--- config.mk ---
export PLATFORM = sky130hd
export DESIGN_NAME = decode_cycle
export DESIGN_NICKNAME = d
export VERILOG_FILES = /design/src/rtl/decode_cycle.sv
export SDC_FILE = /design/constraint.sdc
export NUM_CORES = 2
export LEC_CHECK = 0
export CAP_MARGIN = 20
export CORE_MARGIN = 5
export CORE_UTILIZATION = 55
export CTS_CLUSTER_SIZE = 25
export DETAILED_ROUTE_END_ITERATION = 6
export PLACE_DENSITY = 0.74
export SETUP_SLACK_MARGIN = 0.3
export SLEW_MARGIN = 20
export SYNTH_ARGS = -nofsm -noshare
export SYNTH_HDL_FRONTEND = slang
export SYNTH_SLANG_ARGS = --single-unit
export TNS_END_PERCENT = 100
--- constraint.sdc ---
create_clock -name clk -period 4.55 [get_ports clk]
set_clock_uncertainty 0.1 [all_clocks]
set_input_delay 0.91 -clock clk [delete_from_list [all_inputs] [get_ports clk]]
set_output_delay 0.91 -clock clk [all_outputs]
set_load 0.005 [all_outputs]
--- src/rtl/decode_cycle.sv ---
`default_nettype none
// ============================================================================
// Module   : decode_cycle
// Purpose  : RV32I decode stage - control decode, register file with
//            write-through, immediate extension and the D/E pipeline register.
// Revision : 1.0  initial release
// ============================================================================
module decode_cycle #(
    parameter int XLEN = 32
) (
    input  logic            clk,
    input  logic            rst,
    input  logic [31:0]     InstrD,
    input  logic [XLEN-1:0] PCD,
    input  logic [XLEN-1:0] PCPlus4D,
    input  logic            RegWriteW,
    input  logic [4:0]      RDW,
    input  logic [XLEN-1:0] ResultW,
    input  logic            FlushE,
    output logic            RegWriteE,
    output logic [1:0]      ResultSrcE,
    output logic            MemWriteE,
    output logic            JumpE,
    output logic            BranchE,
    output logic [2:0]      ALUControlE,
    output logic            ALUSrcE,
    output logic [XLEN-1:0] RD1E,
    output logic [XLEN-1:0] RD2E,
    output logic [XLEN-1:0] ImmExtE,
    output logic [4:0]      Rs1E,
    output logic [4:0]      Rs2E,
    output logic [4:0]      RdE,
    output logic [XLEN-1:0] PCE,
    output logic [XLEN-1:0] PCPlus4E
);

    localparam logic [6:0] c_opLw    = 7'b0000011;
    localparam logic [6:0] c_opSw    = 7'b0100011;
    localparam logic [6:0] c_opRtype = 7'b0110011;
    localparam logic [6:0] c_opBeq   = 7'b1100011;
    localparam logic [6:0] c_opIalu  = 7'b0010011;
    localparam logic [6:0] c_opJal   = 7'b1101111;

    logic [XLEN-1:0] r_regFile [32];

    logic [6:0]      w_op;
    logic [2:0]      w_funct3;
    logic [4:0]      w_rs1;
    logic [4:0]      w_rs2;
    logic            w_regWrite;
    logic [1:0]      w_immSrc;
    logic            w_aluSrc;
    logic            w_memWrite;
    logic [1:0]      w_resultSrc;
    logic            w_branch;
    logic [1:0]      w_aluOp;
    logic            w_jump;
    logic [2:0]      w_aluControl;
    logic [XLEN-1:0] w_immExt;
    logic [XLEN-1:0] w_rd1;
    logic [XLEN-1:0] w_rd2;

    assign w_op     = InstrD[6:0];
    assign w_funct3 = InstrD[14:12];
    assign w_rs1    = InstrD[19:15];
    assign w_rs2    = InstrD[24:20];

    always_comb begin
        w_regWrite  = 1'b0;
        w_immSrc    = 2'b00;
        w_aluSrc    = 1'b0;
        w_memWrite  = 1'b0;
        w_resultSrc = 2'b00;
        w_branch    = 1'b0;
        w_aluOp     = 2'b00;
        w_jump      = 1'b0;
        case (w_op)
            c_opLw: begin
                w_regWrite  = 1'b1;
                w_aluSrc    = 1'b1;
                w_resultSrc = 2'b01;
            end
            c_opSw: begin
                w_immSrc   = 2'b01;
                w_aluSrc   = 1'b1;
                w_memWrite = 1'b1;
            end
            c_opRtype: begin
                w_regWrite = 1'b1;
                w_aluOp    = 2'b10;
            end
            c_opBeq: begin
                w_immSrc = 2'b10;
                w_branch = 1'b1;
                w_aluOp  = 2'b01;
            end
            c_opIalu: begin
                w_regWrite = 1'b1;
                w_aluSrc   = 1'b1;
                w_aluOp    = 2'b10;
            end
            c_opJal: begin
                w_regWrite  = 1'b1;
                w_immSrc    = 2'b11;
                w_resultSrc = 2'b10;
                w_jump      = 1'b1;
            end
            default: ;
        endcase
    end

    // op[5] separates R-type from I-ALU so that addi with imm[10] set never subtracts
    always_comb begin
        w_aluControl = 3'b000;
        case (w_aluOp)
            2'b01: w_aluControl = 3'b001;
            2'b10: begin
                case (w_funct3)
                    3'b000:  w_aluControl = (w_op[5] & InstrD[30]) ? 3'b001 : 3'b000;
                    3'b010:  w_aluControl = 3'b101;
                    3'b110:  w_aluControl = 3'b011;
                    3'b111:  w_aluControl = 3'b010;
                    default: w_aluControl = 3'b000;
                endcase
            end
            default: w_aluControl = 3'b000;
        endcase
    end

    always_comb begin
        w_immExt = '0;
        case (w_immSrc)
            2'b00: w_immExt = {{20{InstrD[31]}}, InstrD[31:20]};
            2'b01: w_immExt = {{20{InstrD[31]}}, InstrD[31:25], InstrD[11:7]};
            2'b10: w_immExt = {{20{InstrD[31]}}, InstrD[7], InstrD[30:25], InstrD[11:8], 1'b0};
            2'b11: w_immExt = {{12{InstrD[31]}}, InstrD[19:12], InstrD[20], InstrD[30:21], 1'b0};
            default: w_immExt = '0;
        endcase
    end

    // Write-through so a W-stage result is visible to the instruction decoding this cycle
    always_comb begin
        w_rd1 = r_regFile[w_rs1];
        w_rd2 = r_regFile[w_rs2];
        if (RegWriteW && (RDW != 5'd0) && (RDW == w_rs1)) w_rd1 = ResultW;
        if (RegWriteW && (RDW != 5'd0) && (RDW == w_rs2)) w_rd2 = ResultW;
        if (w_rs1 == 5'd0) w_rd1 = '0;
        if (w_rs2 == 5'd0) w_rd2 = '0;
    end

    always_ff @(posedge clk) begin
        if (rst) begin
            for (int i = 0; i < 32; i++) r_regFile[i] <= '0;
        end else if (RegWriteW && (RDW != 5'd0)) begin
            r_regFile[RDW] <= ResultW;
        end
    end

    always_ff @(posedge clk) begin
        if (rst || FlushE) begin
            RegWriteE   <= 1'b0;
            ResultSrcE  <= 2'b00;
            MemWriteE   <= 1'b0;
            JumpE       <= 1'b0;
            BranchE     <= 1'b0;
            ALUControlE <= 3'b000;
            ALUSrcE     <= 1'b0;
            RD1E        <= '0;
            RD2E        <= '0;
            ImmExtE     <= '0;
            Rs1E        <= 5'd0;
            Rs2E        <= 5'd0;
            RdE         <= 5'd0;
            PCE         <= '0;
            PCPlus4E    <= '0;
        end else begin
            RegWriteE   <= w_regWrite;
            ResultSrcE  <= w_resultSrc;
            MemWriteE   <= w_memWrite;
            JumpE       <= w_jump;
            BranchE     <= w_branch;
            ALUControlE <= w_aluControl;
            ALUSrcE     <= w_aluSrc;
            RD1E        <= w_rd1;
            RD2E        <= w_rd2;
            ImmExtE     <= w_immExt;
            Rs1E        <= w_rs1;
            Rs2E        <= w_rs2;
            RdE         <= InstrD[11:7];
            PCE         <= PCD;
            PCPlus4E    <= PCPlus4D;
        end
    end

endmodule
`default_nettype wire

==> impl_table.tex <==
\begin{tabular}{lr}
\hline
Metric & Value \\
\hline
\multicolumn{2}{l}{\textbf{Flow run}} \\
Max Cap Violations & 0 \\
\multicolumn{2}{l}{\textbf{Pwr}} \\
Worst vdd ir & between 300 and 400 uV \\
Static leakage & $\sim$25 nW \\
Power Dens Cells & about 380 nW/um2 \\
\multicolumn{2}{l}{\textbf{Finish}} \\
Post-route insts no fill & 6111 \\
Commonest non-fill, non-tap cell in the layout & sky130\_fd\_sc\_hd\_\_and2\_1 \\
Top library cells by usage in the layout, fill and taps aside & sky130\_fd\_sc\_hd\_\_and2\_1, sky130\_fd\_sc\_hd\_\_edfxtp\_1, sky130\_fd\_sc\_hd\_\_mux2i\_1, sky130\_fd\_sc\_hd\_\_mux4\_2, sky130\_fd\_sc\_hd\_\_clkdlybuf4s50\_1 \\
Filler Cells Inserted & 7792 \\
Layout Area Growth over Synthesis & 16.1\% \\
Final \#Nets & between 4000 and 5000 \\
Fraction of layout cells with a size suffix above 1 & 0.178 \\
\multicolumn{2}{l}{\textbf{Placement}} \\
Placer's final routability congestion estimate & 0.882 \\
Final HPWL DP & 128 mm \\
Port-buffer cells & between 300 and 400 \\
Number of instances in the placed design & around 5900 \\
\multicolumn{2}{l}{\textbf{Yosys}} \\
Asr flop ratio synth & 0 \\
Count of warnings emitted by yosys & 0 \\
Number of synthesized register bits & 1197 \\
Number of flops mapped to enable cells by yosys & $\sim$1000 \\
Distinct cell type count of the synthesized netlist & 56 \\
Primary flip-flop cell chosen by synthesis mapping & sky130\_fd\_sc\_hd\_\_edfxtp\_1 \\
Synthesized area per cell & approximately 14 um2 \\
Synthesized cell area & 60000 um2 \\
Cell count after synthesis & 4364 \\
Register area share after synthesis & 0.571 \\
\multicolumn{2}{l}{\textbf{STA}} \\
Max Clk Rate & about 0.29 GHz \\
Max-Slew Margin vs Limit & 0.186 \\
Final worst path period share & 0.753 \\
Fin crit period & around 3400 ps \\
Total negative slack for setup checks & 0 ps \\
Setup repair after global routing missed its margin & no \\
Slew at the pin closest to its max-slew limit & between 1000 and 1500 ps \\
Count of pins over their slew limit & 0 \\
Number of failing hold endpoints at the final stage & 0 \\
Total setup violations reported at the end of the flow & 0 \\
\multicolumn{2}{l}{\textbf{CTS}} \\
H-tree lvl count & 4 \\
Clock latency of the later-clocked register in the worst-skew pair & 750 ps \\
Post-CTS setup repair buffer count & 0 \\
Clock slew seen by the registers of the worst setup and hold paths & roughly 60 ps \\
CTS root buffer & sky130\_fd\_sc\_hd\_\_clkbuf\_16 \\
Hold buffers post-CTS & 0 \\
CTS Sinks & $\sim$1200 \\
CTS tree & yes \\
Total clock buffers created by CTS & approximately 130 \\
Maximum count of clock buffers along a single path & 3 \\
Count of instances resized after the clock tree is built & 0 \\
\multicolumn{2}{l}{\textbf{Worst setup path}} \\
CP startpoint kind & primary input \\
Type of element capturing the critical path & flop \\
Depth of the worst register-to-register path & 5 \\
Reg-to-reg slack, setup & between 2000 and 2500 ps \\
Critical path data arrival time & approximately 4000 ps \\
Required time of the critical path & a little over 5000 ps \\
Top fanout value on the critical path & 32 \\
Category of the most critical setup path & primary input to flop \\
\multicolumn{2}{l}{\textbf{GRT}} \\
Wire length of the first global-routing pass & between 200 and 300 mm \\
Via count of the first global-routing pass & between 40000 and 50000 \\
Global-route usage over all layers & 0.360 \\
Maximum number of pins on one net before global-route repair & 64 \\
Overflow after GRT & 0 \\
Antenna violations before repair & 21 \\
\multicolumn{2}{l}{\textbf{Detailed routing}} \\
Number of nets with antenna violations after detailed routing & 0 \\
Total Wirelength & between 200 and 250 mm \\
Avg WL per Cell & approximately 35 um \\
Starting DRT DRC Count & 6785 \\
Total number of vias & about 42000 \\
Vias per cell & between 6 and 7 \\
Router iterations before antenna repair & 7 \\
DRC violation count after routing & 1 \\
\multicolumn{2}{l}{\textbf{Hold path}} \\
Count of cells along the worst hold path & 1 \\
Classification of the worst-slack hold path & primary input to flop \\
\multicolumn{2}{l}{\textbf{Die}} \\
Ports placed on the boundary & about 320 \\
Placement Rows & about 120 \\
Die area & roughly 120000 um2 \\
Starting density of the core & 0.552 \\
Overall die height & around 340 um \\
Width of the die & $\sim$340 um \\
Area of the core & 109000 um2 \\
\multicolumn{2}{l}{\textbf{Outcome}} \\
Violations in the final reports & DRC \\
Status & complete, but fails checks \\
\hline
\end{tabular}
==> cells in the mapped netlist (7+ instances only) <==
cell	count	area, um2
sky130_fd_sc_hd__a21o_1	8	60.1
sky130_fd_sc_hd__a32o_1	32	320
sky130_fd_sc_hd__mux2_2	35	394
sky130_fd_sc_hd__o21ai_0	86	430
sky130_fd_sc_hd__or2_2	33	206
sky130_fd_sc_hd__buf_1	10	37.5
sky130_fd_sc_hd__mux4_2	304	6850
sky130_fd_sc_hd__mux2i_1	417	4170
sky130_fd_sc_hd__buf_4	34	255
sky130_fd_sc_hd__nand3_1	39	195
sky130_fd_sc_hd__a221oi_1	85	744
sky130_fd_sc_hd__edfxtp_1	1024	30700
sky130_fd_sc_hd__o221ai_1	32	280
sky130_fd_sc_hd__a21oi_1	51	255
sky130_fd_sc_hd__nor2_1	60	225
sky130_fd_sc_hd__nand3b_1	8	60.1
sky130_fd_sc_hd__dfxtp_1	173	3460
sky130_fd_sc_hd__buf_2	75	375
sky130_fd_sc_hd__o22ai_1	31	194
sky130_fd_sc_hd__and2_1	1077	6740
sky130_fd_sc_hd__clkbuf_1	329	1230
sky130_fd_sc_hd__a22oi_1	50	375
sky130_fd_sc_hd__a221o_1	61	611
sky130_fd_sc_hd__xnor2_1	7	61.3
sky130_fd_sc_hd__a211oi_1	42	315
sky130_fd_sc_hd__nand2_1	141	529
sky130_fd_sc_hd__nor3_1	36	180
sky130_fd_sc_hd__nor2b_1	36	225
==> power by group <==
group	leakage, nW	internal, mW	switching, mW
logic	11.9	1.26	1.73
clock network	2.15	6.37	4.49
registers	11.2	12.5	0.338
==> cells by family (layout without fill, tap and decap cells) <==
| logic type | after synthesis | count (layout) | share of synthesized area |
|---|---|---|---|
| muxes | 756 | 756 | 0.190 |
| buffers and inverters | 459 | 751 | 0.0331 |
| DFF | 1197 | 1197 | 0.571 |
| xor gates and xnor gates | 10 | 10 | 0.00146 |
| other | 1 | 42 | 0.0000625 |
| adders and majority gates | 2 | 2 | 0.000417 |
| AOI/OAI and AO/OA | 495 | 495 | 0.0625 |
| and+or+nand+nor | 1444 | 1444 | 0.142 |
==> stage by stage <==
step,instance area (um2),hold slack [ps],utilization,power (mW),setup slack (ps)
global route,69600,558,0.641,27.4,1060
detailed placement,65200,691,0.601,16.0,443
CTS,69600,552,0.641,26.7,1210
global placement,65300,687,0.601,15.9,471
finish,69600,572,0.641,26.7,1120
floorplan,60100,651,-,14.6,1660
==> flip-flops by register name (all words and copies together) (netlist names) <==
name and flops:
r_regFile 1024, PCE 32, PCPlus4E 32, RD1E 32, RD2E 32, ImmExtE 21, RdE 5, Rs1E 5
Rs2E 5, ALUControlE 3, ALUSrcE 1, BranchE 1, JumpE 1, MemWriteE 1, RegWriteE 1, ResultSrcE 1
==> final timing paths <==
check                         from                to
setup reg to reg  r_regFile[8][26]          RD1E[26]
setup / recovery         RegWriteW          RD2E[19]
hold reg to reg   r_regFile[4][25]          RD1E[25]
hold / removal                 rst  r_regFile[0][28]
==> worst max-delay path: stages <==
cell and delay [ps]:
sky130_fd_sc_hd__clkdlybuf4s50_1 480, sky130_fd_sc_hd__nor2b_1 710, sky130_fd_sc_hd__nand4_1 310, sky130_fd_sc_hd__or2_2 410, sky130_fd_sc_hd__a211oi_4 200, sky130_fd_sc_hd__buf_4 660
sky130_fd_sc_hd__a221o_1 280
==> area by class of cell <==
type / instances / area (um2) / area share
diodes: 10 / 25.0 / 0.000360
flip-flops and latches: 1197 / 34200 / 0.492
repair buffers: 501 / 4970 / 0.0714
well taps: 1414 / 1770 / 0.0254
inverters: 6 / 23.8 / 0.000342
clock buffers: 189 / 3810 / 0.0548
multi-input cells: 2739 / 24200 / 0.348
clock inverters: 55 / 567 / 0.00814
==> layer usage <==
layer | wire length, um | track usage | vias to the layer above | share of wire
met4 | 14700 | 0.212 | 4 | 0.069
met3 | 29500 | 0.103 | 695 | 0.14
met1 | 72900 | 0.462 | 20800 | 0.34
met5 | 23 | 0 | - | 0.00011
met2 | 94600 | 0.549 | 3567 | 0.45
li1 | - | - | 16800 | -
No activity file was read; power rests on OpenSTA's default activity.
